--- src/rtl/wb_intctrl_pkg.sv ---
// Shared register map and bit positions for the Wishbone interrupt controller.
package wb_intctrl_pkg;
  localparam logic ADDR_CTRL  = 1'b0;
  localparam logic ADDR_MODE  = 1'b1;
  localparam int   BIT_MASTER = 31;
  localparam int   BIT_ANY    = 15;
  localparam int   ENABLE_LSB = 16;
  localparam int   NINT_MAX   = 15;
endpackage

--- src/rtl/intc_edge.sv ---
// Per-source capture: sync register, delay register and edge/level pending latch.
module intc_edge (
  input  logic clk,
  input  logic reset,
  input  logic irq,
  input  logic mode,
  input  logic clr,
  output logic pending
);
  logic r_irq;
  logic r_irq_d;
  logic set;

  // Set wins over a simultaneous software clear
  assign set = mode ? (r_irq & ~r_irq_d) : r_irq;

  always_ff @(posedge clk or posedge reset) begin
    if (reset) begin
      r_irq   <= 1'b0;
      r_irq_d <= 1'b0;
      pending <= 1'b0;
    end else begin
      r_irq   <= irq;
      r_irq_d <= r_irq;
      pending <= set | (pending & ~clr);
    end
  end
endmodule

--- src/rtl/wb_intctrl.sv ---
// Wishbone interrupt controller: CTRL (enables/pending/master) and MODE registers.
module wb_intctrl
  import wb_intctrl_pkg::*;
#(
  parameter int              NINT         = 15,
  parameter logic [NINT-1:0] DEFAULT_MODE = '1
) (
  input  logic            i_clk,
  input  logic            i_reset,
  input  logic            i_wb_cyc,
  input  logic            i_wb_stb,
  input  logic            i_wb_we,
  input  logic            i_wb_addr,
  input  logic [31:0]     i_wb_data,
  output logic            o_wb_ack,
  output logic            o_wb_stall,
  output logic [31:0]     o_wb_data,
  input  logic [NINT-1:0] i_irq,
  output logic            o_int
);
  logic [NINT-1:0]     pending;
  logic [NINT-1:0]     enable;
  logic [NINT-1:0]     mode;
  logic [NINT-1:0]     clr;
  logic [NINT_MAX-1:0] pend_w;
  logic [NINT_MAX-1:0] en_w;
  logic                master_en;
  logic                any;
  logic                ack_q;
  logic                strobe;
  logic                wr_ctrl;
  logic                wr_mode;
  logic [31:0]         rdata;

  assign strobe  = i_wb_cyc & i_wb_stb;
  assign wr_ctrl = strobe & i_wb_we & (i_wb_addr == ADDR_CTRL);
  assign wr_mode = strobe & i_wb_we & (i_wb_addr == ADDR_MODE);
  assign clr     = wr_ctrl ? i_wb_data[NINT-1:0] : '0;
  assign any     = |(pending & enable);
  assign pend_w  = NINT_MAX'(pending);
  assign en_w    = NINT_MAX'(enable);

  for (genvar i = 0; i < NINT; i++) begin : g_src
    intc_edge u_src (
      .clk     (i_clk),
      .reset   (i_reset),
      .irq     (i_irq[i]),
      .mode    (mode[i]),
      .clr     (clr[i]),
      .pending (pending[i])
    );
  end

  always_comb begin
    rdata = '0;
    if (i_wb_addr == ADDR_MODE)
      rdata[NINT-1:0] = mode;
    else
      rdata = {master_en, en_w, any, pend_w};
  end

  always_ff @(posedge i_clk or posedge i_reset) begin
    if (i_reset) begin
      master_en <= 1'b0;
      enable    <= '0;
      mode      <= DEFAULT_MODE;
      o_int     <= 1'b0;
      ack_q     <= 1'b0;
      o_wb_data <= '0;
    end else begin
      o_int <= master_en & any;
      ack_q <= strobe;
      if (strobe)
        o_wb_data <= rdata;
      if (wr_mode)
        mode <= i_wb_data[NINT-1:0];
      if (wr_ctrl) begin
        if (i_wb_data[BIT_ANY])
          master_en <= i_wb_data[BIT_MASTER];
        // Only selected enables take the new value
        for (int i = 0; i < NINT; i++)
          if (i_wb_data[ENABLE_LSB+i])
            enable[i] <= i_wb_data[BIT_MASTER];
      end
    end
  end

  assign o_wb_ack   = ack_q & i_wb_cyc;
  assign o_wb_stall = 1'b0;
endmodule

--- config.mk ---
export PLATFORM = sky130hd
export DESIGN_NAME = wb_intctrl
export DESIGN_NICKNAME = d
export VERILOG_FILES = /design/src/rtl/wb_intctrl_pkg.sv /design/src/rtl/intc_edge.sv /design/src/rtl/wb_intctrl.sv
export SDC_FILE = /design/constraint.sdc
export NUM_CORES = 1
export LEC_CHECK = 0
export ABC_AREA = 1
export CORE_AREA = 2 2 92 94
export CTS_CLUSTER_DIAMETER = 80
export DETAILED_ROUTE_END_ITERATION = 16
export DIE_AREA = 0 0 94 96
export PLACE_DENSITY = 0.95
export SLEW_MARGIN = 20
export SYNTH_ARGS = -nofsm -noshare
export SYNTH_HDL_FRONTEND = slang
export SYNTH_HIERARCHICAL = 1
export SYNTH_SLANG_ARGS = --single-unit
--- constraint.sdc ---
create_clock -name i_clk -period 4.5 [get_ports i_clk]
set_input_delay 0.9 -clock i_clk [delete_from_list [all_inputs] [get_ports i_clk]]
set_output_delay 0.9 -clock i_clk [all_outputs]
set_load 0.005 [all_outputs]
==> qor.txt <==
TritonCTS clock tree: built
CTS root buf: clkbuf_8
Clock H-tree levels: 3
CORE AREA: 8050 sq um
mux contribution to synthesized area: 0
Power Dens Cells: 397 nW/um^2
Syn Nets: 502
DRC viols: 0
Synth Area in Simple Gates: 0.174
vias in the first global route: 3444
PortBufs: 86
Rows: 33
Total GRT Usage: 0.244
Lkg Pwr: 2.57 nW
Starting Density: 0.533
flops & latches, synth: 110
status: finished clean
fin crit share: 0.698
Post-Syn Area per Cell: 9.55 sq um
Synth Instances: 449
Antenna Cells: 0
CTS-repair resized insts: 0
Hold WS: 0.383 ns
worst hold path type: flip-flop to flip-flop
CP endpoint kind: flip-flop
grt ovf: 0
setup violators final: 0
Nets: 586
# IOs: 88
Min Clock Period, post-route: 3.14 ns
clk_lat worst skew: 0.38 ns
share of cells above drive strength 1: 0.0706
Finished Layout Cells: 643
Via density: 5.14
CP arrival: 3.43 ns
xor/xnor share of the synthesized area: 0
Num CTS Buffers: 9
Power Total: 2.14 mW
Achievable Freq: 318 MHz
Layout Skew: 0.00825 ns
Setup Fix Bufs, Post-CTS: 0
Worst-Margin Slew: 1.02 ns
delay of the slowest critical-path stage: 0.85 ns
Crit Path Max Fanout: 33
first-pass GRT wire length: 16.3 mm
DRT antenna net count: 0
largest net degree at the start of global routing: 36
Starting DRT DRC Count: 256
maxcap violations: 0
maximum vdd drop: 0.183 mV
cell family with most CP delay: simple AND/OR/NAND/NOR gates
RSZ-0062 raised after global routing: false
DR pass1 iterations: 5
main combinational cell family by area after synthesis: simple AND/OR/NAND/NOR gates
die area: 9020 sq um
Hold Vio Cnt, Final: 0
DR vias: 3307
Total Wirelength: 9.99 mm
Die Wd: 94 um
CP required: 4.79 ns
Avg WL per Cell: 15.5 um
worst path cell trace: clkdlybuf4s50_1 > nand2_2 > inv_2 > nand2_2 > nor2_2 > nand2_1 > o21ai_0
CP Launch Type: primary input
relative slew slack: 0.321
slowest CP cell: nor2_2
cts hold-fix bufs: 0
WP buf/inv: 2
CTS Buffer Depth: 2
synthesis warning total: 6
library cells used by synthesis: 19
die extent in y: 96 um
Compound-Gate Fraction of Synth Area: 0.0954
clock sinks: 110
Cell Area, Synth: 4290 sq um
fin. max-slew vios: 0
Placed Cells: 627
DP Wirelength: 6.98 mm
Area Growth Syn to Fin: 25.6%
Finished Core Util: 0.669
GP Congestion: 0.888
initial antenna violation count: 0
post-synthesis adder-cell area fraction: 0
post-route setup TNS: 0 ns
clock slew at reported path FFs: 0.09 ns
post-synthesis sequential area ratio: 0.646
CP most frequent cell: nand2_2
Crit Path Category: primary input to flip-flop
[Yosys cell counts, drive strengths merged]
library cell	number	area (sq um)
nand2	168	643
dfrtp	95	2380
inv	70	263
o21ai	33	165
nor2	23	105
a22o	15	131
dfstp	15	394
o211ai	15	113
buf	10	77.6
clkbuf	4	15.0
conb	1	3.75
[stage by stage]
stage	area [sq um]	worst slack, ns
global route	5390	1.08
floorplan	4290	2.00
global placement	5210	1.24
CTS	5390	1.39
finish	5390	1.36
detailed placement	5210	1.05
[logic make-up after synthesis]
logic type             count (synthesis)
AND/OR/NAND/NOR                      191
AO/OA/AOI/OAI                         63
flip-flops                           110
other                                  1
buffers and inverters                 84
[sequential cells by signal (all words and copies together) (netlist names)]
signal and cells:
ack_q 1, en_w 15, g_src.u_src/pending 15, g_src.u_src/r_irq 15, g_src.u_src/r_irq_d 15, master_en 1, mode 15, o_int 1
o_wb_data 32
[where the power goes]
group | leakage (nW) | switching (mW) | internal (mW) | total [mW]
Clock | 0.0857 | 0.315 | 0.231 | 0.547
Sequential | 1.28 | 0.0899 | 1.13 | 1.22
Combinational | 1.21 | 0.170 | 0.198 | 0.368
[worst paths after layout]
kind,start,to,slack (ns),depth (start not counted)
setup / recovery,i_wb_cyc,mode[8]$_DFFE_PP1P_,1.36,7
hold / removal,g_src[8].u_src/r_irq$_DFF_PP0_,g_src[8].u_src/r_irq_d$_DFF_PP0_,0.38,0
setup reg to reg,g_src[8].u_src/pending$_DFF_PP0_,o_wb_data[15]$_DFFE_PP0N_,3.34,6
hold reg to reg,g_src[8].u_src/r_irq$_DFF_PP0_,g_src[8].u_src/r_irq_d$_DFF_PP0_,0.38,0
max in group asynchronous,i_reset,mode[10]$_DFFE_PP1P_,2.20,3
min in group asynchronous,i_reset,g_src[1].u_src/pending$_DFF_PP0_,1.30,2
[layout make-up]
| class | count | area (sq um) |
|---|---|---|
| Sequential cell | 110 | 2770 |
| Fill cell | 591 | 2670 |
| Multi-Input combinational cell | 255 | 1160 |
| Timing Repair Buffer | 87 | 881 |
| Inverter | 70 | 263 |
| Clock buffer | 13 | 159 |
| Tap cell | 105 | 131 |
| Clock inverter | 3 | 20.0 |
[worst reg2reg max path, cell delays in order, from the launching register on]
cell	delay (ns)
dfrtp_1	0.42
nand2_1	0.09
nand2_1	0.05
nor2_1	0.16
nand2_1	0.09
o21ai_0	0.17
nand2_1	0.08
[routing by layer]
| layer | part of all wire | track usage |
|---|---|---|
| met1 | 0.39 | 0.297 |
| met3 | 0.072 | 0.0540 |
| met2 | 0.51 | 0.417 |
| met4 | 0.022 | 0.112 |
| met5 | 0 | 0 |
[layout by cell type (no fill, tap or decap)]
master           Yosys  routed
inv_2                2       3
clkbuf_8             0      11
nand2_4              1       1
a22o_1              15      15
nor2_1              21      21
o21ai_0             23      23
nor2_8               1       1
nand2_1            165     165
clkbuf_1             4       2
inv_1               68      67
clkinvlp_4           0       2
o21ai_1             10      10
buf_12               0       1
clkinv_2             0       1
o211ai_1            15      15
clkdlybuf4s50_1      0      86
conb_1               1       1
dfrtp_1             95      95
nor2_2               1       1
dfstp_2             15      15
nand2_2              2       2
Note: power is estimated with default switching activity, not from simulation.
